===== src/rtl/decode_stage_pkg.sv =====
// Shared instruction-set definitions for the decode stage: opcode constants
// and the opcode classification helpers used by decode, hazard detection
// and the verification model.
package decode_stage_pkg;

  localparam int unsigned OP_W = 6;

  // Opcode constants (command[31:26]).
  localparam logic [OP_W-1:0] INST_ADD  = 6'b000000;
  localparam logic [OP_W-1:0] INST_J    = 6'b000010;
  localparam logic [OP_W-1:0] INST_BEQ  = 6'b000100;
  localparam logic [OP_W-1:0] INST_BNE  = 6'b000101;
  localparam logic [OP_W-1:0] INST_FADD = 6'b011000;
  localparam logic [OP_W-1:0] INST_LW   = 6'b100011;
  localparam logic [OP_W-1:0] INST_FLW  = 6'b100111;
  localparam logic [OP_W-1:0] INST_SW   = 6'b101011;

  // Branches compare two registers, so their second source sits in [25:21].
  function automatic logic is_branch_inst(input logic [OP_W-1:0] op);
    return (op == INST_BEQ) || (op == INST_BNE);
  endfunction

  // Loads produce their result late; a dependent reader must wait one cycle.
  function automatic logic is_load_inst(input logic [OP_W-1:0] op);
    return (op == INST_LW) || (op == INST_FLW);
  endfunction

  // Destination register lives in the floating-point file.
  function automatic logic dst_is_fp(input logic [OP_W-1:0] op);
    return (op == INST_FLW) || (op == INST_FADD);
  endfunction

  // Destination register number: R-format (command[29:26]==0) uses [15:11],
  // every other format uses [25:21].
  function automatic logic [4:0] dst_field(input logic [31:0] command);
    return (command[29:26] == 4'b0000) ? command[15:11] : command[25:21];
  endfunction

endpackage


===== src/rtl/decode_stage_fields.sv =====
// Purely combinational field extraction for one instruction word: register
// read addresses, register-file selects and destination-file flag.
// Field positions are fixed for a 5-bit register number.
module decode_fields
  import decode_stage_pkg::*;
#(
  parameter int REG_W = 5
) (
  input  logic [31:0]      command,
  output logic [REG_W-1:0] reg1,
  output logic [REG_W-1:0] reg2,
  output logic             fmode1,
  output logic             fmode2,
  output logic             dst_fp
);

  logic [OP_W-1:0] opcode;

  assign opcode = command[31:26];

  // Decode read addresses and file selects from the instruction word.
  always_comb begin
    reg1 = command[20:16];
    if ((command[29:26] == 4'b0000) || is_branch_inst(opcode)) begin
      reg2 = command[25:21];
    end else begin
      reg2 = command[15:11];
    end
    fmode1 = command[30] & (command[29:27] != 3'b000);
    fmode2 = command[30] & (command[29:26] == 4'b0001);
    dst_fp = dst_is_fp(opcode);
  end

endmodule


===== src/rtl/decode_stage.sv =====
// Decode pipeline stage between fetch and execute. Drives the register-file
// read ports combinationally and captures the decoded instruction plus its
// operands into a one-entry output register with valid/ready handshake,
// synchronous flush and a load-use interlock that inserts one bubble.
// Optional write-back bypass: define DECODE_BYPASS_EN. Without it the wb_*
// inputs are ignored and the register file must be write-first.
module decode_stage
  import decode_stage_pkg::*;
#(
  parameter int XLEN         = 32,
  parameter int PC_W         = 32,
  parameter int REG_W        = 5,
  parameter bit HAZARD_CHECK = 1'b1
) (
  input  logic             clk,
  input  logic             rstn,
  input  logic             in_valid,
  output logic             in_ready,
  input  logic [PC_W-1:0]  in_pc,
  input  logic [31:0]      in_command,
  input  logic             flush,
  output logic [REG_W-1:0] reg1,
  output logic [REG_W-1:0] reg2,
  output logic             fmode1,
  output logic             fmode2,
  input  logic [XLEN-1:0]  reg_out1,
  input  logic [XLEN-1:0]  reg_out2,
  input  logic             wb_en,
  input  logic             wb_fmode,
  input  logic [REG_W-1:0] wb_no,
  input  logic [XLEN-1:0]  wb_data,
  output logic             out_valid,
  input  logic             out_ready,
  output logic [5:0]       opecode,
  output logic [15:0]      offset,
  output logic [PC_W-1:0]  pc_out,
  output logic [XLEN-1:0]  rs,
  output logic [XLEN-1:0]  rt,
  output logic [REG_W-1:0] rd_no,
  output logic [REG_W-1:0] rs_no,
  output logic [REG_W-1:0] rt_no,
  output logic             fmode1_reg,
  output logic             fmode2_reg,
  output logic             dst_fp
);

  logic             dst_fp_in;
  logic [REG_W-1:0] rd_in;
  logic             match1;
  logic             match2;
  logic             hazard;
  logic             load_en;
  logic [XLEN-1:0]  rs_next;
  logic [XLEN-1:0]  rt_next;

  decode_fields #(
    .REG_W (REG_W)
  ) u_fields (
    .command (in_command),
    .reg1    (reg1),
    .reg2    (reg2),
    .fmode1  (fmode1),
    .fmode2  (fmode2),
    .dst_fp  (dst_fp_in)
  );

  assign rd_in = REG_W'(dst_field(in_command));

  // Load-use detection against the held instruction; integer r0 never matches.
  always_comb begin
    // NOTE: every always_comb output gets a default first so no latch is inferred.
    match1 = 1'b0;
    match2 = 1'b0;
    if ((reg1 == rd_no) && (fmode1 == dst_fp) && !((reg1 == '0) && !fmode1)) begin
      match1 = 1'b1;
    end
    if ((reg2 == rd_no) && (fmode2 == dst_fp) && !((reg2 == '0) && !fmode2)) begin
      match2 = 1'b1;
    end
    hazard = HAZARD_CHECK && out_valid && is_load_inst(opecode) && (match1 || match2);
  end

  assign in_ready = flush | ((~out_valid | out_ready) & ~hazard);
  assign load_en  = in_valid & in_ready & ~flush;

  // Operand selection: register-file data, optionally overridden by write-back.
  always_comb begin
    rs_next = reg_out1;
    rt_next = reg_out2;
`ifdef DECODE_BYPASS_EN
    if (wb_en && (wb_no == reg1) && (wb_fmode == fmode1) && !((wb_no == '0) && !wb_fmode)) begin
      rs_next = wb_data;
    end
    if (wb_en && (wb_no == reg2) && (wb_fmode == fmode2) && !((wb_no == '0) && !wb_fmode)) begin
      rt_next = wb_data;
    end
`endif
  end

`ifndef DECODE_BYPASS_EN
  logic unused_wb;
  assign unused_wb = ^{wb_en, wb_fmode, wb_no, wb_data};
`endif

  // Output valid flag: flush, accept, drain/bubble, or hold, in that priority.
  always_ff @(posedge clk or negedge rstn) begin
    // NOTE: sequential state uses non-blocking assignments only.
    if (!rstn) begin
      out_valid <= 1'b0;
    end else if (flush) begin
      out_valid <= 1'b0;
    end else if (in_valid && in_ready) begin
      out_valid <= 1'b1;
    end else if (out_ready && out_valid && (!in_valid || hazard)) begin
      out_valid <= 1'b0;
    end
  end

  // Payload register: loaded only on acceptance, otherwise held stable.
  always_ff @(posedge clk or negedge rstn) begin
    if (!rstn) begin
      opecode    <= INST_J;
      offset     <= '0;
      pc_out     <= '0;
      rs         <= '0;
      rt         <= '0;
      rd_no      <= '0;
      rs_no      <= '0;
      rt_no      <= '0;
      fmode1_reg <= 1'b0;
      fmode2_reg <= 1'b0;
      dst_fp     <= 1'b0;
    end else if (load_en) begin
      opecode    <= in_command[31:26];
      offset     <= in_command[15:0];
      pc_out     <= in_pc;
      rs         <= rs_next;
      rt         <= rt_next;
      rd_no      <= rd_in;
      rs_no      <= reg1;
      rt_no      <= reg2;
      fmode1_reg <= fmode1;
      fmode2_reg <= fmode2;
      dst_fp     <= dst_fp_in;
    end
  end

endmodule


===== config.mk =====
export PLATFORM = sky130hd
export DESIGN_NAME = decode_stage
export DESIGN_NICKNAME = d
export VERILOG_FILES = /design/src/rtl/decode_stage_pkg.sv /design/src/rtl/decode_stage_fields.sv /design/src/rtl/decode_stage.sv
export SDC_FILE = /design/constraint.sdc
export NUM_CORES = 1
export LEC_CHECK = 0
export BUFFER_PORTS_ARGS = -buffer_cell sky130_fd_sc_hd__buf_2
export CAP_MARGIN = 30
export CORE_MARGIN = 5
export CORE_UTILIZATION = 30
export CTS_CLUSTER_SIZE = 30
export DETAILED_ROUTE_END_ITERATION = 16
export SYNTH_ARGS = -nofsm -noshare
export SYNTH_HDL_FRONTEND = slang
export SYNTH_SLANG_ARGS = --single-unit

===== constraint.sdc =====
create_clock -name clk -period 8 [get_ports clk]
set_clock_uncertainty 0.2 [all_clocks]
set_input_delay 0.4 -clock clk [delete_from_list [all_inputs] [get_ports clk]]
set_output_delay 0.4 -clock clk [all_outputs]
set_load 0.02 [all_outputs]

-- Word level (Yosys, flattened, before mapping)
Index checks and enable logic that the tools add are counted.
- output and inout bits: 150
- register bits after elaboration: 137
- bits of input ports: 172
- word-level logic and storage cells: 67
- reduce and logical (&&, ||, !) cells: 27
- equal/unequal tests: 11
- bitwise operators: 10
- muxes and demuxes: 7
- operators with widths (operator ; count):
    equality test 6 bit, second input constant ; 3
    equality test 6 x 3 -> 1 bit, second input constant ; 2
    logical AND 1 bit ; 11
    equality test 5 bit ; 2
    logical NOT 5 bit ; 2
    two-way mux 5 bit ; 2
    equality test 6 x 5 -> 1 bit, second input constant ; 1
    logical OR 1 bit ; 6
    nonzero test 3 bit ; 2
    bitwise AND 1 bit ; 5
    logical NOT 1 bit ; 5
    two-way mux 1 bit ; 5
    equality test 4 x 1 -> 1 bit, second input constant ; 1
    logical NOT 4 bit ; 1
    NOT 1 bit ; 3
    equality test 1 bit ; 2
    bitwise OR 1 bit ; 2

-- Depth between registers and ports, before layout
Gate-level depths: netlist of the first run.
- depth in word-level cells: 17
- mapped depth: 9
- gate-level depth less buffers: 6

-- Modules after synthesis
From an unflattened synthesis of the first run, not the netlist that was laid out.
- cells, all modules: 346
- area total of the unflattened synthesis: 5576.6 sq um
- modules (own cells, without submodules) (module ; area an instance (sq um) ; seq. area each (sq um) ; instances ; cells an instance):
    decode_stage ; 5402.7 ; 3429.5 ; 1 ; 323
    decode_fields ; 173.9 ; 0.0 ; 1 ; 23

-- Least setup slack after synthesis of the first run
OpenSTA, ideal clock, no wires.
- path kind: register to output
- start: register rd_no[0]
- end: output in_ready
- stages on the path, launching flop included: 8
- arrival: 2.389 ns
- data required time: 7.400 ns
- path slack: 5.011 ns
- path buffers: 1
- cells stage by stage: dfrtp_1 inv_1 a222oi_1 or4b_1 a221oi_2 buf_2 o21ai_1 a21o_1
- longest elaborated chain between the ends: 9
- elaborated cells between the ends (all ways): 13
- classes of those cells: eq/ne (2); mux (2); bitwise (3); reduce/logical (6)
- ends and longest elaborated chain (element ; line ; source):
    start: declaration ; decode_stage.sv:39 ; output logic [REG_W-1:0] rd_no,
    start signal: assignment ; decode_stage.sv:139 ; rd_no <= rd_in;
    equality test 5 bit (on tied branches) ; decode_stage.sv:74, decode_stage.sv:77 ;
    logical AND 1 bit (on tied branches) (2 in series) ; decode_stage.sv:74, decode_stage.sv:77 ;
    two-way mux 1 bit (on tied branches) ; decode_stage.sv:74, decode_stage.sv:77 ;
    logical OR 1 bit (*) ; decode_stage.sv:80 ; hazard = HAZARD_CHECK && out_valid && is_load_inst(opecode) && (match1 || match2);
    logical AND 1 bit (*) ; decode_stage.sv:80 ;
    NOT 1 bit (*) ; decode_stage.sv:83 ; assign in_ready = flush | ((~out_valid | out_ready) & ~hazard);
    bitwise AND 1 bit (*) ; decode_stage.sv:83 ;
    bitwise OR 1 bit (*) ; decode_stage.sv:83 ;
    end: declaration ; decode_stage.sv:18 ; output logic in_ready,
Every way passes the cells marked *; elsewhere a longest branch is shown, timed or not.

-- Final worst setup path of the first run
- start: register rd_no[0]
- end: register rs[11]
- longest elaborated chain between the ends: 11
- elaborated cells between the ends (all ways): 15
- classes of those cells: eq/ne (2); mux (2); bitwise (5); reduce/logical (6)
- ends and longest elaborated chain (element ; line ; source):
    equality test 5 bit (on tied branches) ; decode_stage.sv:74, decode_stage.sv:77 ;
    logical AND 1 bit (on tied branches) (2 in series) ; decode_stage.sv:74, decode_stage.sv:77 ;
    two-way mux 1 bit (on tied branches) ; decode_stage.sv:74, decode_stage.sv:77 ;
    logical OR 1 bit (*) ; decode_stage.sv:80 ;
    logical AND 1 bit (*) ; decode_stage.sv:80 ;
    NOT 1 bit (*) ; decode_stage.sv:83 ;
    bitwise AND 1 bit (*) ; decode_stage.sv:83 ;
    bitwise OR 1 bit (*) ; decode_stage.sv:83 ;
    bitwise AND 1 bit (*) (2 in series) ; decode_stage.sv:84 ; assign load_en = in_valid & in_ready & ~flush;
    end signal: assignment ; decode_stage.sv:137 ; rs <= rs_next;
    end: declaration ; decode_stage.sv:37 ; output logic [XLEN-1:0] rs,
Marked as above.
A chain may end at the register's enable or synchronous reset.

==> metrics.txt, run 1 <==
# TYPE chip_impl_metric gauge
chip_impl_info{name="outcome",value="finished clean"} 1
chip_impl_metric{name="layout-drive-gt1-share",unit=""} 0.258
chip_impl_metric{name="grtUsageTotal",unit=""} 0.179
chip_impl_metric{name="timing.max_slew.rel_slack",unit=""} 0.321
chip_impl_metric{name="design_internal_power",unit="W"} 0.00177
chip_impl_metric{name="synth_cells",unit=""} 1142
chip_impl_metric{name="synth-seq-area-share",unit=""} 0.371
chip_impl_info{name="largestRegisters",value="pc_out (32), rs (32), rt (32)"} 1
chip_impl_metric{name="instances_no_fill",unit=""} 1742
chip_impl_metric{name="avgViaCountPerCell",unit=""} 5.74
chip_impl_info{name="critPathCaptureType",value="flop"} 1
chip_impl_metric{name="fp-row-count",unit=""} 64
chip_impl_info{name="setup_repair_after_global_routing_missed_its_margin",value="false"} 1
chip_impl_metric{name="avgSynthCellArea",unit="µm²"} 8.08
chip_impl_info{name="tritoncts",value="done"} 1
chip_impl_info{name="synth_commonest_cells",value="373 x nand2_1, 136 x dfrtp_1, 127 x nor3_1"} 1
chip_impl_metric{name="netlist_area",unit="µm²"} 9230
chip_impl_metric{name="number_of_gates_given_a_new_drive_strength_after_cts",unit=""} 0
chip_impl_metric{name="final_antenna_net_count",unit=""} 0
chip_impl_metric{name="number_of_fillers_in_the_final_layout",unit=""} 3122
chip_impl_metric{name="wire_per_inst",unit="µm"} 18.6
chip_impl_info{name="synth.most_common_cell",value="nand2_1"} 1
chip_impl_metric{name="cts_h_tree_depth",unit=""} 4
chip_impl_metric{name="synth_largest_type_area_fraction",unit=""} 0.369
chip_impl_info{name="hp-class",value="input port to flop"} 1
chip_impl_metric{name="power.share.switching",unit=""} 0.350
chip_impl_metric{name="async_s_r_ff_share_synth",unit=""} 1.00
chip_impl_metric{name="postRouteWirelength",unit="µm"} 32400
chip_impl_metric{name="cts_inserted_buffers",unit=""} 17
chip_impl_metric{name="synth-seq-cells",unit=""} 137
chip_impl_metric{name="synth_enable_flop_cells",unit=""} 0
chip_impl_metric{name="vias",unit=""} 9996
chip_impl_metric{name="cts.reportedPaths.clkPinSlew",unit="ns"} 0.07
chip_impl_metric{name="timing_hold_violations_final",unit=""} 0
chip_impl_metric{name="maxCapViolations",unit=""} 0
chip_impl_metric{name="die_w",unit="µm"} 185
chip_impl_metric{name="timing.critical_path.arrival",unit="ns"} 4.34
chip_impl_metric{name="cp.required",unit="ns"} 8.10
chip_impl_metric{name="clockPowerShare",unit=""} 0.357
chip_impl_metric{name="place_congestion",unit=""} 0.789
chip_impl_metric{name="post-route-drc-count",unit=""} 0
chip_impl_info{name="buffer_type_at_the_clock_tree_root",value="clkbuf_16"} 1
chip_impl_metric{name="max_clock_freq",unit="GHz"} 0.236
chip_impl_metric{name="reg2reg_depth",unit=""} 8
chip_impl_metric{name="area_of_the_multi_input_gates",unit="µm²"} 5250
chip_impl_metric{name="drt_first_pass_iters",unit=""} 6
chip_impl_metric{name="cts_sinks",unit=""} 137
chip_impl_info{name="netlist_top_cells_area",value="dfrtp_1 37%, nand2_1 15%, a311o_1 13%, o221ai_1 11%, nor3_1 6.9%"} 1
chip_impl_metric{name="start_util",unit=""} 0.303
chip_impl_metric{name="grt_overflow",unit=""} 0
chip_impl_metric{name="grt_max_degree",unit=""} 108
chip_impl_metric{name="psw",unit="W"} 0.000957
chip_impl_metric{name="floorplan.die.height",unit="µm"} 185
chip_impl_metric{name="hold_depth",unit=""} 3
chip_impl_metric{name="grt_pass1_wl",unit="µm"} 50400
chip_impl_metric{name="dieArea",unit="µm²"} 34400
chip_impl_metric{name="clock_latency",unit="ns"} 0.42
chip_impl_info{name="synthFlopType",value="dfrtp_1"} 1
chip_impl_metric{name="cp_max_fo",unit=""} 90
chip_impl_metric{name="pwr-share-seq",unit=""} 0.347
chip_impl_metric{name="slew_violations",unit=""} 0
chip_impl_metric{name="worst_slew_pin_slew",unit="ns"} 1.01
chip_impl_metric{name="core_footprint",unit="µm²"} 30500
chip_impl_metric{name="dpl.hpwl",unit="µm"} 20000
chip_impl_info{name="path_class",value="flop to flop"} 1
chip_impl_metric{name="finalCritPeriodShare",unit=""} 0.531
chip_impl_metric{name="final_count_of_negative_setup_slack_endpoints",unit=""} 0
chip_impl_metric{name="total_power",unit="W"} 0.00273
chip_impl_metric{name="synth_fp_nets",unit=""} 1314
chip_impl_metric{name="sequential_cell_area",unit="µm²"} 3430
chip_impl_metric{name="syn_to_final_growth",unit="%"} 25.0
chip_impl_metric{name="timing.setup.tns",unit="ns"} 0
chip_impl_metric{name="place_inst",unit=""} 1704
chip_impl_metric{name="yosysUniqueCellTypes",unit=""} 46
chip_impl_metric{name="num_io_pins",unit=""} 322
chip_impl_metric{name="yosysWarningCount",unit=""} 0
chip_impl_metric{name="grt_antenna_before_repair",unit=""} 7
chip_impl_metric{name="share_comb_of_total_power",unit=""} 0.296
chip_impl_metric{name="vdd_ir_drop_max",unit="mV"} 0.102
chip_impl_metric{name="power.density_cell_area",unit="nW/µm²"} 237
chip_impl_metric{name="drt_first_iter_violations",unit=""} 723
chip_impl_info{name="synth_largest_area_cell",value="dfrtp_1"} 1
chip_impl_metric{name="layout.nets",unit=""} 1502
chip_impl_metric{name="cts_setup_buffers",unit=""} 0
chip_impl_metric{name="grt_pass1_vias",unit=""} 9145
chip_impl_metric{name="fin_crit",unit="ns"} 4.24
chip_impl_metric{name="cts_buffer_depth",unit=""} 2
chip_impl_metric{name="place.port_buffers",unit=""} 282
chip_impl_info{name="critPathLaunchType",value="flop"} 1
chip_impl_metric{name="power.leakage",unit="nW"} 4.88
layout by cell type (no fill, tap or decap), drive strengths merged, types with 2 or more instances in the layout:
cell         instances
and2                15
a31o                 2
nor2                10
nand2b               2
xor2                 5
or4                  6
nand3               13
mux2i                5
bufinv               7
nand2              373
mux2                 3
xnor2                7
nand4b               3
o21ai                6
a311o              118
a221oi              11
diode                3
clkinvlp             3
a211o                2
inv                  6
buf                301
a222oi               7
clkbuf              20
nor3b                3
nand3b               2
a311oi               2
o311ai               3
clkinv               2
dlygate4sd3          2
o221ai             119
nor3               127
dfrtp              136
nand4                8
nor4                 2
metal layers:
metal	vias up	track usage	wire length [µm]
met3	47	0.0575	2590
li1	4732	-	-
met2	335	0.275	15200
met1	4874	0.240	13900
met5	-	0	43
met4	8	0.0587	662
power groups by stage:
| stage | registers, W | clock network, W | logic (W) |
|---|---|---|---|
| finish | 0.000949 | 0.000974 | 0.000809 |
| global route | 0.000971 | 0.00103 | 0.000884 |
| floorplan | 0.00110 | 0 | 0.000370 |
| detailed placement | 0.000959 | 0 | 0.000815 |
| global placement | 0.000951 | 0 | 0.000797 |
| CTS | 0.000947 | 0.000999 | 0.000818 |
cell type report:
class                           count  area share
Clock buffer                       20      0.0405
Inverter                            6     0.00195
Antenna cell                        3    0.000651
Clock inverter                     12      0.0210
Sequential cell                   137       0.297
Multi-Input combinational cell    865       0.455
Timing Repair Buffer              303       0.141
Tap cell                          396      0.0429
what timing repair did:
action	4_1_cts	5_1_grt
setup endpoints to repair	0	0
hold endpoints to repair	68	0
hold buffers	2	0
through the flow:
step | hold WS (ns) | utilization | cell area (µm²) | setup WS [ns]
floorplan | -0.0956 | - | 9230 | 5.01
global placement | 0.265 | 0.352 | 10700 | 3.62
detailed placement | 0.262 | 0.353 | 10800 | 3.55
CTS | 0.0514 | 0.377 | 11500 | 3.76
global route | 0.0710 | 0.378 | 11500 | 3.50
finish | 0.0868 | 0.378 | 11500 | 3.76
critical path: stages (launching register included):
cell	delay [ns]
dfrtp_1	0.48
inv_1	0.11
a222oi_1	0.33
or4b_1	0.55
a221oi_4	0.31
buf_4	0.77
buf_4	0.84
nor3_1	0.12
a311o_1	0.35
final timing paths:
| path | slack, ns | endpoint | from |
|---|---|---|---|
| min in group asynchronous | 0.34 | offset[10] | rstn |
| hold / removal | 0.09 | out_valid | in_valid |
| setup reg to reg | 3.76 | rs[11] | rd_no[0] |
| setup / recovery | 3.76 | rs[11] | rd_no[0] |
| max in group asynchronous | 6.05 | opecode[1] | rstn |
| hold reg to reg | 0.35 | rt_no[0] | rt_no[0] |
cells by family (layout without fill, tap and decap cells):
kind of cell | count (synthesis) | count (layout) | share of synthesized area
and+or+nand+nor | 567 | 567 | 0.265
AOI/OAI and AO/OA | 278 | 278 | 0.278
buffers and inverters | 140 | 341 | 0.0650
DFF | 137 | 137 | 0.371
xor gates and xnor gates | 12 | 12 | 0.0114
muxes | 8 | 8 | 0.00908
other | 0 | 3 | 0
No activity file was read; power rests on OpenSTA's default activity.
==> run 2, diff against run 1 <==
==> constraint.sdc (replaced) <==
create_clock -name clk -period 3.6 [get_ports clk]
set_clock_uncertainty 0.2 [all_clocks]
set_input_delay 0.18 -clock clk [delete_from_list [all_inputs] [get_ports clk]]
set_output_delay 0.18 -clock clk [all_outputs]
set_load 0.02 [all_outputs]
==> metrics.txt, run 2 (same netlist as run 1, synthesis figures left out) <==
# TYPE chip_impl_metric gauge
chip_impl_metric{name="finalCoreUtilization",unit=""} 0.418
chip_impl_metric{name="cts_sinks",unit=""} 137
chip_impl_metric{name="cp_max_fo",unit=""} 21
chip_impl_metric{name="worst_slew_pin_slew",unit="ns"} 0.752
chip_impl_metric{name="grt_pass1_vias",unit=""} 10000
chip_impl_metric{name="num_io_pins",unit=""} 322
chip_impl_metric{name="post-route-drc-count",unit=""} 0
chip_impl_metric{name="floorplan.die.height",unit="µm"} 185
chip_impl_metric{name="power.density_cell_area",unit="nW/µm²"} 468
chip_impl_metric{name="cp.required",unit="ns"} 3.22
chip_impl_info{name="setup_repair_after_global_routing_missed_its_margin",value="false"} 1
chip_impl_metric{name="hold_depth",unit=""} 4
chip_impl_metric{name="max_clock_freq",unit="GHz"} 0.295
chip_impl_metric{name="avgViaCountPerCell",unit=""} 5.67
chip_impl_info{name="crit_path_end",value="in_ready"} 1
chip_impl_metric{name="number_of_fillers_in_the_final_layout",unit=""} 3009
chip_impl_info{name="tritoncts",value="done"} 1
chip_impl_metric{name="grtUsageMet1",unit=""} 0.237
chip_impl_info{name="setup.worst_path.start",value="rd_no[4]"} 1
chip_impl_metric{name="grt_max_degree",unit=""} 105
chip_impl_metric{name="cts_buffer_depth",unit=""} 2
chip_impl_metric{name="postRouteWirelength",unit="µm"} 33900
chip_impl_metric{name="clock_latency",unit="ns"} 0.42
chip_impl_metric{name="power.leakage",unit="nW"} 5.38
chip_impl_metric{name="syn_to_final_growth",unit="%"} 38.2
chip_impl_metric{name="dieArea",unit="µm²"} 34400
chip_impl_metric{name="grt_use_met2",unit=""} 0.315
chip_impl_metric{name="vias",unit=""} 10600
chip_impl_metric{name="grt_pass1_wl",unit="µm"} 53300
chip_impl_metric{name="place.port_buffers",unit=""} 282
chip_impl_metric{name="start_util",unit=""} 0.303
chip_impl_metric{name="final_count_of_negative_setup_slack_endpoints",unit=""} 0
chip_impl_metric{name="fin_ws",unit="ns"} 0.214
chip_impl_metric{name="grt_antenna_before_repair",unit=""} 8
chip_impl_metric{name="timing_hold_violations_final",unit=""} 0
chip_impl_metric{name="wire_per_inst",unit="µm"} 18.2
chip_impl_metric{name="timing.max_slew.rel_slack",unit=""} 0.499
chip_impl_metric{name="cts_h_tree_depth",unit=""} 4
chip_impl_metric{name="grtUsageMet3",unit=""} 0.0518
chip_impl_metric{name="layout.nets",unit=""} 1621
chip_impl_info{name="global_route.peak_usage_layer",value="met2"} 1
chip_impl_metric{name="cts.reportedPaths.clkPinSlew",unit="ns"} 0.06
chip_impl_info{name="outcome",value="finished clean"} 1
chip_impl_metric{name="dpl.hpwl",unit="µm"} 20700
chip_impl_metric{name="reg2reg_setup_slack",unit="ns"} 0.40
chip_impl_metric{name="timing.critical_path.arrival",unit="ns"} 3.01
chip_impl_metric{name="total_power",unit="W"} 0.00598
chip_impl_metric{name="pre_cts_slack",unit="ns"} 0.462
chip_impl_info{name="crit-reg2reg-launch",value="dst_fp"} 1
chip_impl_metric{name="slew_violations",unit=""} 0
chip_impl_info{name="regToRegEndpoint",value="out_valid"} 1
chip_impl_info{name="critPathCaptureType",value="output pin"} 1
chip_impl_metric{name="place_congestion",unit=""} 0.781
chip_impl_metric{name="timing.setup.tns",unit="ns"} 0
chip_impl_info{name="largestRegisters",value="pc_out (32), rs (32), rt (32)"} 1
chip_impl_info{name="mostFrequentLayoutCells",value="373 x nand2_1, 281 x buf_2, 135 x dfrtp_1"} 1
chip_impl_metric{name="fp-row-count",unit=""} 64
chip_impl_metric{name="final_antenna_net_count",unit=""} 0
chip_impl_metric{name="reg2reg_depth",unit=""} 7
chip_impl_info{name="mostFrequentLayoutCell",value="nand2_1"} 1
chip_impl_metric{name="finalCritPeriodShare",unit=""} 0.940
chip_impl_metric{name="maxCapViolations",unit=""} 0
chip_impl_metric{name="fin_crit",unit="ns"} 3.39
chip_impl_metric{name="grtUsageTotal",unit=""} 0.189
chip_impl_metric{name="grt_overflow",unit=""} 0
chip_impl_info{name="path_class",value="flop to output pin"} 1
chip_impl_metric{name="vdd_ir_drop_max",unit="mV"} 0.214
chip_impl_metric{name="cts_inserted_buffers",unit=""} 17
chip_impl_info{name="buffer_type_at_the_clock_tree_root",value="clkbuf_16"} 1
chip_impl_metric{name="layout-drive-gt1-share",unit=""} 0.245
chip_impl_info{name="hp-class",value="input port to flop"} 1
chip_impl_metric{name="core_footprint",unit="µm²"} 30500
chip_impl_info{name="critPathLaunchType",value="flop"} 1
chip_impl_metric{name="drt_first_pass_iters",unit=""} 6
chip_impl_metric{name="die_w",unit="µm"} 185
chip_impl_metric{name="drt_first_iter_violations",unit=""} 819
run 2: timing repair:
item | in CTS | in global routing
hold endpoints to repair | 174 | 0
buffers inserted | 0 | 3
endpoints found under the setup margin | 0 | 1
gates resized for setup | 0 | 1
hold buffers | 107 | 0
run 2: area by class of cell:
class | instances | area, µm² | area share
multi-input combinational | 865 | 5250 | 0.411
sequential | 137 | 3430 | 0.269
timing repair buffer | 422 | 2930 | 0.229
tap | 396 | 495 | 0.0388
clock buffer | 22 | 454 | 0.0356
clock inverter | 10 | 169 | 0.0132
inverter | 6 | 22.5 | 0.00176
antenna | 7 | 17.5 | 0.00137
run 2: power by group:
group          total (W)  internal, W  switching [W]  leakage [nW]
combinational    0.00193     0.000799        0.00113          3.51
sequential       0.00211      0.00183       0.000285          1.58
clock            0.00193      0.00119       0.000748         0.291
total            0.00598      0.00381        0.00216          5.38
run 2: per-stage QoR:
stage	instance area (µm²)	instances	hold slack, ns
floorplan	9230	1142	-0.316
global placement	11000	1715	0.0734
detailed placement	11000	1715	0.0678
CTS	12700	1854	0.000360
global route	12800	1862	0.0297
finish	12800	1865	0.0173
run 2: routing by layer:
| metal | part of all wire | wire, µm |
|---|---|---|
| met5 | 0.00077 | 26 |
| met4 | 0.023 | 792 |
| met3 | 0.071 | 2390 |
| met2 | 0.48 | 16300 |
| met1 | 0.42 | 14300 |
run 2: worst min path at each step:
stage,from,endpoint,slack (ns)
finish,in_command[2],offset[2],0.02
CTS,reg_out2[10],rt[10],0.0004
floorplan,rstn,dst_fp,-0.32
detailed placement,rstn,offset[10],0.07
global route,reg_out2[10],rt[10],0.03
global placement,rstn,rs_no[0],0.07
run 2: worst max-delay path, stage by stage, from the launching register on:
cell and delay [ns]:
dfrtp_1 0.51, xnor2_1 0.15, o221ai_1 0.12, or4b_1 0.60, a221oi_4 0.41, buf_12 0.23, o21ai_1 0.17, a21o_1 0.22
buf_2 0.17
==> run 3, diff against run 2 <==
--- a/config.mk
+++ b/config.mk
@@ -7,10 +7,14 @@
 export LEC_CHECK = 0
 export BUFFER_PORTS_ARGS = -buffer_cell sky130_fd_sc_hd__buf_2
 export CAP_MARGIN = 30
+export CELL_PAD_IN_SITES_DETAIL_PLACEMENT = 0
+export CELL_PAD_IN_SITES_GLOBAL_PLACEMENT = 2
+export CORE_ASPECT_RATIO = 0.6
 export CORE_MARGIN = 5
-export CORE_UTILIZATION = 30
+export CORE_UTILIZATION = 26
 export CTS_CLUSTER_SIZE = 30
 export DETAILED_ROUTE_END_ITERATION = 16
+export PLACE_DENSITY_LB_ADDON = 0.1
 export SYNTH_ARGS = -nofsm -noshare
 export SYNTH_HDL_FRONTEND = slang
 export SYNTH_SLANG_ARGS = --single-unit
==> metrics.txt, run 3 (same netlist as run 1, synthesis figures left out) <==
# TYPE chip_impl_metric gauge
chip_impl_info{name="critPathLaunchType",value="flop"} 1
chip_impl_metric{name="fin_crit",unit="ns"} 3.41
chip_impl_metric{name="max_clock_freq",unit="GHz"} 0.294
chip_impl_metric{name="cp_max_fo",unit=""} 7
chip_impl_info{name="outcome",value="finished clean"} 1
chip_impl_metric{name="slew_violations",unit=""} 0
chip_impl_metric{name="total_power",unit="W"} 0.00601
chip_impl_metric{name="avgViaCountPerCell",unit=""} 5.27
chip_impl_info{name="tritoncts",value="done"} 1
chip_impl_metric{name="dpl.hpwl",unit="µm"} 22800
chip_impl_metric{name="grt_max_degree",unit=""} 107
chip_impl_metric{name="timing.critical_path.arrival",unit="ns"} 3.03
chip_impl_metric{name="cts_h_tree_depth",unit=""} 4
chip_impl_info{name="setup_repair_after_global_routing_missed_its_margin",value="false"} 1
chip_impl_metric{name="fin_hold_ws",unit="ns"} 0.0487
chip_impl_metric{name="place_inst",unit=""} 1789
chip_impl_metric{name="start_util",unit=""} 0.264
chip_impl_metric{name="dieArea",unit="µm²"} 39500
chip_impl_metric{name="drt_first_iter_violations",unit=""} 721
chip_impl_metric{name="place_congestion",unit=""} 0.760
chip_impl_metric{name="post-route-drc-count",unit=""} 0
chip_impl_info{name="mostFrequentLayoutCell",value="nand2_1"} 1
chip_impl_metric{name="worst_slew_pin_slew",unit="ns"} 0.561
chip_impl_metric{name="cts_buffer_depth",unit=""} 2
chip_impl_metric{name="cts_sinks",unit=""} 137
chip_impl_metric{name="fp-row-count",unit=""} 53
chip_impl_info{name="critPathCaptureType",value="output pin"} 1
chip_impl_metric{name="finalCritPeriodShare",unit=""} 0.946
chip_impl_metric{name="grt_antenna_before_repair",unit=""} 2
chip_impl_metric{name="maxCapViolations",unit=""} 0
chip_impl_metric{name="power.leakage",unit="nW"} 5.44
chip_impl_metric{name="timing_hold_violations_final",unit=""} 0
chip_impl_metric{name="num_io_pins",unit=""} 322
chip_impl_metric{name="vias",unit=""} 10200
chip_impl_metric{name="power.density_cell_area",unit="nW/µm²"} 464
chip_impl_metric{name="grt_pass1_vias",unit=""} 9770
chip_impl_metric{name="grt_pass1_wl",unit="µm"} 57300
chip_impl_metric{name="hold_depth",unit=""} 4
chip_impl_metric{name="finalCoreUtilization",unit=""} 0.370
chip_impl_metric{name="cts.reportedPaths.clkPinSlew",unit="ns"} 0.06
chip_impl_metric{name="layout.nets",unit=""} 1630
chip_impl_metric{name="layout-drive-gt1-share",unit=""} 0.245
chip_impl_metric{name="floorplan.die.height",unit="µm"} 156
chip_impl_info{name="mostFrequentLayoutCells",value="373 x nand2_1, 281 x buf_2, 136 x dfrtp_1"} 1
chip_impl_metric{name="clock_latency",unit="ns"} 0.43
chip_impl_metric{name="vdd_ir_drop_max",unit="mV"} 0.320
chip_impl_metric{name="cts_inserted_buffers",unit=""} 17
chip_impl_metric{name="postRouteWirelength",unit="µm"} 36800
chip_impl_metric{name="final_antenna_net_count",unit=""} 0
chip_impl_metric{name="instances_no_fill",unit=""} 1940
chip_impl_metric{name="place.port_buffers",unit=""} 282
chip_impl_metric{name="reg2reg_depth",unit=""} 7
chip_impl_metric{name="grtUsageTotal",unit=""} 0.180
chip_impl_metric{name="area_of_the_multi_input_gates",unit="µm²"} 5250
chip_impl_metric{name="cp.required",unit="ns"} 3.22
chip_impl_metric{name="grt_overflow",unit=""} 0
chip_impl_info{name="hp-class",value="input port to flop"} 1
chip_impl_metric{name="sequential_cell_area",unit="µm²"} 3430
chip_impl_metric{name="final_count_of_negative_setup_slack_endpoints",unit=""} 0
chip_impl_metric{name="die_w",unit="µm"} 253
chip_impl_metric{name="drt_first_pass_iters",unit=""} 5
chip_impl_metric{name="timing.setup.tns",unit="ns"} 0
chip_impl_metric{name="timing.max_slew.rel_slack",unit=""} 0.626
chip_impl_metric{name="number_of_fillers_in_the_final_layout",unit=""} 3640
chip_impl_metric{name="syn_to_final_growth",unit="%"} 40.2
chip_impl_metric{name="wire_per_inst",unit="µm"} 19.0
chip_impl_info{name="largestRegisters",value="pc_out (32), rs (32), rt (32)"} 1
chip_impl_info{name="path_class",value="flop to output pin"} 1
chip_impl_metric{name="core_footprint",unit="µm²"} 35000
chip_impl_info{name="buffer_type_at_the_clock_tree_root",value="clkbuf_16"} 1
run 3: power breakdown:
part           switching [W]  total, W  internal [W]
combinational        0.00115   0.00196      0.000807
sequential          0.000286   0.00211       0.00183
clock               0.000742   0.00194       0.00120
run 3: worst paths after layout:
path                       slack, ns           start         to
hold reg to reg                 0.37        rt_no[0]   rt_no[0]
setup reg to reg                0.30          dst_fp  out_valid
min in group asynchronous       0.12            rstn  offset[8]
setup / recovery                0.19        rd_no[4]   in_ready
max in group asynchronous       2.39            rstn      rs[9]
hold / removal                  0.05  in_command[24]   rt_no[3]
run 3: repair_timing:
item                                   CTS  global route
endpoints found under the hold margin  190             0
gates resized for setup                  0             0
hold buffers                           115             0
setup endpoints to repair                0             1
setup buffers                            0             1
run 3: routing by layer:
metal  routed length [µm]  GRT usage  vias up
li1                     -          -     5006
met1                17100      0.242     4961
met2                17400      0.293      218
met3                 1750     0.0418       36
met4                  569     0.0483        0
met5                    0          0        -
run 3: cell type report:
type | count | share of cell area
multi-input cells | 865 | 0.405
well taps | 467 | 0.0451
repair buffers | 431 | 0.234
clock buffers | 21 | 0.0356
inverters | 6 | 0.00174
clock inverters | 11 | 0.0130
flip-flops and latches | 137 | 0.265
diodes | 2 | 0.000387
run 3: worst max-delay path, cell delays in order (launching register included):
cell      delay, ns
dfrtp_1        0.53
xnor2_1        0.17
o221ai_1       0.13
or4b_1         0.60
a221oi_4       0.41
buf_4          0.19
o21ai_1        0.17
a21o_1         0.24
buf_2          0.16
run 3: metrics by stage:
| stage | cell area [µm²] | setup slack [ns] |
|---|---|---|
| after detailed placement | 11100 | 0.554 |
| final | 12900 | 0.194 |
| after CTS | 12900 | 0.120 |
| after floorplan | 9230 | 0.769 |
| after global routing | 12900 | 0.0341 |
| after global placement | 11100 | 0.523 |
